--- src/rtl/seg_monitor.sv ---
// Seven-segment readback monitor: debounces the sampled SEG pattern, decodes it to a digit,
// classifies display changes and times them. Define SEGMON_HEX_EN to decode 0x77 as 10.
`timescale 1ns/1ps
module seg_monitor #(
  parameter int unsigned NBITS_TOP     = 8,
  parameter int unsigned STABLE_CYCLES = 2,
  parameter int unsigned NBITS_PERIOD  = 8,
  parameter int unsigned HOLD_CYCLES   = 4
) (
  input  logic                    clk_2,
  input  logic                    rst_n,
  input  logic [NBITS_TOP-1:0]    seg_in,
  output logic [3:0]              digit,
  output logic                    valid,
  output logic                    blank,
  output logic                    illegal,
  output logic                    evt_up,
  output logic                    evt_down,
  output logic                    evt_zero,
  output logic                    evt_jump,
  output logic [NBITS_PERIOD-1:0] period,
  output logic                    frozen
);

  localparam logic [1:0] StEmpty = 2'd0;
  localparam logic [1:0] StTrack = 2'd1;
  localparam logic [1:0] StBlank = 2'd2;
  localparam logic [1:0] StErr   = 2'd3;

  localparam logic [1:0] ClsNum   = 2'd0;
  localparam logic [1:0] ClsBlank = 2'd1;
  localparam logic [1:0] ClsIll   = 2'd2;

  localparam logic [3:0]              StableCnt = 4'(STABLE_CYCLES);
  localparam logic [NBITS_PERIOD-1:0] PeriodMax = '1;
  localparam logic [NBITS_PERIOD-1:0] PeriodOne = NBITS_PERIOD'(1);
  localparam logic [NBITS_PERIOD:0]   HoldCmp   = (NBITS_PERIOD+1)'(HOLD_CYCLES);

  logic [NBITS_TOP-1:0]    samp_q, samp_d, cand_q, cand_d, acc_q, acc_d;
  logic [3:0]              scnt_q, scnt_d;
  logic [1:0]              state_q, state_d;
  logic [3:0]              digit_q, digit_d;
  logic [NBITS_PERIOD-1:0] icnt_q, icnt_d, period_q, period_d, icnt_sat;
  logic [NBITS_PERIOD:0]   icnt_inc;
  logic                    up_q, up_d, down_q, down_d, zero_q, zero_d, jump_q, jump_d;
  logic                    frozen_q, frozen_d;
  logic                    accept, track_step;
  logic [3:0]              dec_val;
  logic [1:0]              dec_cls;

  // Decode the pattern that is about to become the candidate (cand_d is always samp_q).
  always_comb begin
    dec_val = 4'd0;
    dec_cls = ClsIll;
    case (samp_q)
      8'h3F: begin dec_val = 4'd0; dec_cls = ClsNum; end
      8'h06: begin dec_val = 4'd1; dec_cls = ClsNum; end
      8'h5B: begin dec_val = 4'd2; dec_cls = ClsNum; end
      8'h4F: begin dec_val = 4'd3; dec_cls = ClsNum; end
      8'h66: begin dec_val = 4'd4; dec_cls = ClsNum; end
      8'h6D: begin dec_val = 4'd5; dec_cls = ClsNum; end
      8'h7D: begin dec_val = 4'd6; dec_cls = ClsNum; end
      8'h07: begin dec_val = 4'd7; dec_cls = ClsNum; end
      8'h7F: begin dec_val = 4'd8; dec_cls = ClsNum; end
      8'h67: begin dec_val = 4'd9; dec_cls = ClsNum; end
`ifdef SEGMON_HEX_EN
      8'h77: begin dec_val = 4'd10; dec_cls = ClsNum; end
`else
      8'h77: dec_cls = ClsIll;
`endif
      8'h00: dec_cls = ClsBlank;
      default: dec_cls = ClsIll;
    endcase
  end

  always_comb begin
    samp_d = seg_in;
    cand_d = samp_q;
    if (samp_q != cand_q) begin
      scnt_d = 4'd1;
    end else begin
      scnt_d = (scnt_q == 4'd15) ? 4'd15 : scnt_q + 4'd1;
    end
    // Once accepted, acc matches cand, so a saturated count cannot re-fire.
    accept     = (scnt_d == StableCnt) && (samp_q != acc_q);
    track_step = accept && (state_q == StTrack) && (dec_cls == ClsNum);

    acc_d   = accept ? samp_q : acc_q;
    state_d = state_q;
    digit_d = digit_q;
    if (accept) begin
      case (dec_cls)
        ClsNum:   begin state_d = StTrack; digit_d = dec_val; end
        ClsBlank: state_d = StBlank;
        default:  state_d = StErr;
      endcase
    end

    up_d   = 1'b0;
    down_d = 1'b0;
    zero_d = 1'b0;
    jump_d = 1'b0;
    if (track_step) begin
      if (dec_val == digit_q + 4'd1) begin
        up_d = 1'b1;
      end else if ((digit_q != 4'd0) && (dec_val == digit_q - 4'd1)) begin
        down_d = 1'b1;
      end else if ((dec_val == 4'd0) && (digit_q > 4'd1)) begin
        zero_d = 1'b1;
      end else begin
        jump_d = 1'b1;
      end
    end

    icnt_sat = (icnt_q == PeriodMax) ? PeriodMax : icnt_q + PeriodOne;
    icnt_d   = accept ? '0 : icnt_sat;
    period_d = track_step ? icnt_sat : period_q;

    // Level form of "icnt+1 reached HOLD_CYCLES"; icnt only grows between acceptances.
    icnt_inc = {1'b0, icnt_d} + (NBITS_PERIOD+1)'(1);
    frozen_d = (state_d == StTrack) && (icnt_inc >= HoldCmp);
  end

  always_ff @(posedge clk_2 or negedge rst_n) begin
    if (!rst_n) begin
      samp_q   <= '0;
      cand_q   <= '0;
      acc_q    <= '0;
      scnt_q   <= '0;
      state_q  <= StEmpty;
      digit_q  <= '0;
      icnt_q   <= '0;
      period_q <= '0;
      up_q     <= 1'b0;
      down_q   <= 1'b0;
      zero_q   <= 1'b0;
      jump_q   <= 1'b0;
      frozen_q <= 1'b0;
    end else begin
      samp_q   <= samp_d;
      cand_q   <= cand_d;
      acc_q    <= acc_d;
      scnt_q   <= scnt_d;
      state_q  <= state_d;
      digit_q  <= digit_d;
      icnt_q   <= icnt_d;
      period_q <= period_d;
      up_q     <= up_d;
      down_q   <= down_d;
      zero_q   <= zero_d;
      jump_q   <= jump_d;
      frozen_q <= frozen_d;
    end
  end

  assign digit    = digit_q;
  assign valid    = (state_q == StTrack);
  assign blank    = (state_q == StBlank);
  assign illegal  = (state_q == StErr);
  assign evt_up   = up_q;
  assign evt_down = down_q;
  assign evt_zero = zero_q;
  assign evt_jump = jump_q;
  assign period   = period_q;
  assign frozen   = frozen_q;

endmodule
--- config.mk ---
export PLATFORM = sky130hd
export DESIGN_NAME = seg_monitor
export DESIGN_NICKNAME = d
export VERILOG_FILES = /design/src/rtl/seg_monitor.sv
export SDC_FILE = /design/constraint.sdc
export NUM_CORES = 1
export LEC_CHECK = 0
export BUFFER_PORTS_ARGS = -buffer_cell sky130_fd_sc_hd__buf_4
export CORE_UTILIZATION = 58
export CTS_CLUSTER_SIZE = 28
export DETAILED_ROUTE_END_ITERATION = 16
export PLACE_DENSITY = 0.79
export SYNTH_ARGS = -nofsm -noshare
export SYNTH_HDL_FRONTEND = slang
export SYNTH_SLANG_ARGS = --single-unit
--- constraint.sdc ---
create_clock -name clk_2 -period 3 [get_ports clk_2]
set_clock_uncertainty 0.2 [all_clocks]
set_input_delay 0.3 -clock clk_2 [delete_from_list [all_inputs] [get_ports clk_2]]
set_output_delay 0.3 -clock clk_2 [all_outputs]
set_load 0.05 [all_outputs]
==> summary.md <==
| Metric | Value |
|---|---|
| Antenna violations before repair | 0 |
| Final design area excluding fillers | 3210 µm² |
| Die outline area | 5110 µm² |
| Synth Register Bits | between 50 and 60 |
| TritonCTS clock tree | built |
| Maxcap violations | 0 |
| CP Launch Type | flop |
| Fin Hold WS | 289 ps |
| Hold Vio Cnt, Final | 0 |
| R2R setup slack | 320 ps |
| Worst Setup End Kind | flop |
| Nets | 320 |
| I/O Pins | 30 |
| Actual slew at the worst max-slew pin | 663 ps |
| Final HPWL DP | around 3600 µm |
| CTS root buffer | clkbuf_8 |
| Critical path arrival | between 2000 and 3000 ps |
| CP required | ~3100 ps |
| Post-synthesis sequential area ratio | around half |
| Width of the die | between 70 and 80 µm |
| Predominant post-synthesis flop cell | dfrtp_1 |
| PortBufs | 29 |
| Fill cells | 341 |
| CTS clk-pin slew, worst paths | 90 ps |
| Total power draw | 1.93 mW |
| Worst slack at placement | 407 ps |
| Maximum clock insertion buffer count | 2 |
| Site Rows | 24 |
| Final cell count without fillers | approximately 360 |
| Setup CP Type | flop to flop |
| Post-CTS resize count | 0 |
| Placer congestion estimate | between 0.8 and 0.9 |
| Layout area overhead | 14.8% |
| CP max FO | 12 |
| Routed WL per cell | 14.6 µm |
| Maximum VDD drop | between 0.4 and 0.5 mV |
| Initial core utilization | 62.2% |
| DP Area | between 2000 and 3000 µm² |
| Routed WL | 5240 µm |
| Ys Warns | 0 |
| Hold path depth | 1 |
| Pwr/cell area | 600 nW/µm² |
| Placed insts | 341 |
| Slew Viols, Final | 0 |
| Min-delay src | period[0] |
| Vias per cell | 5.59 |
| Avg Cell Area, Syn | 10.3 µm² |
| Global-route wire length before repair | just over 9000 µm |
| Status | finished, final reports clean |
| DRT iter0 DRCs | 88 |
| Die Y | 71.5 µm |
| Synthesized cell area | roughly 2800 µm² |
| Hold WC Path Type | flop to flop |
| Worst relative slew slack | between 50% and 60% |
| Reg2reg end | evt_zero |
| Switch share | 30.0% |
| Comb pwr share | between 20% and 30% |
| Final setup margin | 321 ps |
| Max Fclk | 373 MHz |
| Flop pwr share | 48.4% |
| Crit path from | cand_d[2] |
| DRC violations left | 0 |
| Final Util | between 70% and 80% |
| Sink Count | 55 |
| Clock share of power | 29.1% |
| Hold Crit Endpoint | period[0] |
| ANT nets after route | 0 |
| Total gr overflow | 0 |
| Async S/R FF share, synth | 100% |
| Syn Inst Count | 273 |
| LEAKAGE | 1.49 nW |
| Setup Fix Bufs, Post-CTS | 0 |
| Tmin final | 2680 ps |
| Vias in the first global route | just over 2000 |
| Final setup vio count | 0 |
| Synth cell types | 53 |
| NetSw | 0.579 mW |
| RR Startpoint | cand_d[2] |
| FF-to-FF path depth | 6 |
| Core Region | 4500 µm² |
| CTS H-Tree Depth | 2 |
| Fraction of final layout cells with drive strength greater than 1 | 16.0% |
| Worst skew pair latency | 300 ps |
| Largest net degree at the start of global routing | 56 |
| Num CTS Buffers | 5 |
| RSZ-0062 raised after global routing | false |
| # hold bufs at CTS | 9 |
| Period utilisation layout | 89.3% |
| Ant diodes | 0 |
| Int Pwr | 1.35 mW |
| Via count | approximately 2000 |
| Syn Nets | 288 |
| Overall Global Routing Usage | between 20% and 30% |
| Number of synthesized flops with an enable pin | 0 |
| Sum Neg Setup Slack | 0 ps |
| DRT Pass-1 Iters | 4 |
-- layout by cell type, fill, tap and decap left out, drive strengths merged, types with 6 or more instances in the layout --
cell type	count
o21ai	9
clkbuf	6
dfrtp	55
inv	7
nand2b	6
a21oi	13
dlygate4sd3	9
nand2	40
buf	30
nand4	7
nor2	22
nor3	8
xnor2	28
-- worst max-delay path: stages, from the launching register on --
cell	delay (ps)
dfrtp_1	610
and4b_1	300
nand4b_1	180
a2111oi_4	420
o2111ai_2	400
a41oi_1	330
and3_1	190
-- metal layers --
metal	vias up	track usage, %	routed length [µm]
met4	0	6.32	73
met5	-	0	0
met2	44	36.5	2430
met3	8	4.36	205
li1	1000	-	-
met1	950	33.4	2530
-- final cells by class --
| class | count | area (µm²) | area share, % |
|---|---|---|---|
| Clock buffer | 6 | 72.6 | 2.26 |
| Sequential cell | 55 | 1380 | 42.8 |
| Inverter | 7 | 26.3 | 0.817 |
| Clock inverter | 2 | 60.1 | 1.87 |
| Timing Repair Buffer | 39 | 315 | 9.81 |
| Multi-Input combinational cell | 197 | 1300 | 40.4 |
| Tap cell | 52 | 65.1 | 2.02 |
-- power by group through the flow --
stage / Sequential, mW / Clock (mW) / Combinational, mW
3_3_place_gp: 0.939 / 0 / 0.414
4_1_cts: 0.931 / 0.573 / 0.436
5_1_grt: 0.947 / 0.604 / 0.488
6_report: 0.933 / 0.560 / 0.435
3_5_place_dp: 0.945 / 0 / 0.426
2_1_floorplan: 0.924 / 0 / 0.332
-- Yosys cell counts (all sizes together), types with 2 or more instances --
library cell,instances,area (µm²)
xor2,5,43.8
a21o,3,22.5
nand3,5,25.0
a31oi,4,25.0
nand2b,6,45.0
or2,2,12.5
or3,2,17.5
nor2,22,82.6
mux2,3,37.5
inv,7,26.3
nand4,7,43.8
buf,12,91.3
nor3,8,40.0
nor4,4,40.0
nand4b,2,17.5
nand2,40,150
dfrtp,55,1380
clkbuf,2,7.51
and2,4,25.0
and3,3,18.8
and4b,2,23.8
o21ai,9,45.0
ha,5,62.6
mux2i,2,20.0
a21oi,13,65.1
xnor2,28,245
-- how the worst max path moves through the flow --
stage / endpoint / cells past startpoint
finish: evt_zero / 6
global route: evt_zero / 6
CTS: evt_jump / 6
detailed placement: period[4] / 5
global placement: period[4] / 5
floorplan: evt_zero / 7
-- logic make-up (layout without fill, tap and decap cells) --
logic type,count (synthesis),count (layout),share of synthesized area (%)
multiplexers,5,5,2.06
AO/OA/AOI/OAI,39,39,9.96
adder cells (fa/ha/maj),5,5,2.23
flip-flops,55,55,49.2
buffers and inverters,21,54,4.47
XOR/XNOR,33,33,10.3
AND/OR/NAND/NOR,115,115,21.8
-- state kept, by name, indices dropped and copies added (netlist names), 2 cells and up --
signal   flops
icnt_q       8
cand_d       8
cand_q       8
digit        4
acc_q        8
state_q      2
period       8
scnt_q       4
Note: power is estimated with default switching activity, not from simulation.
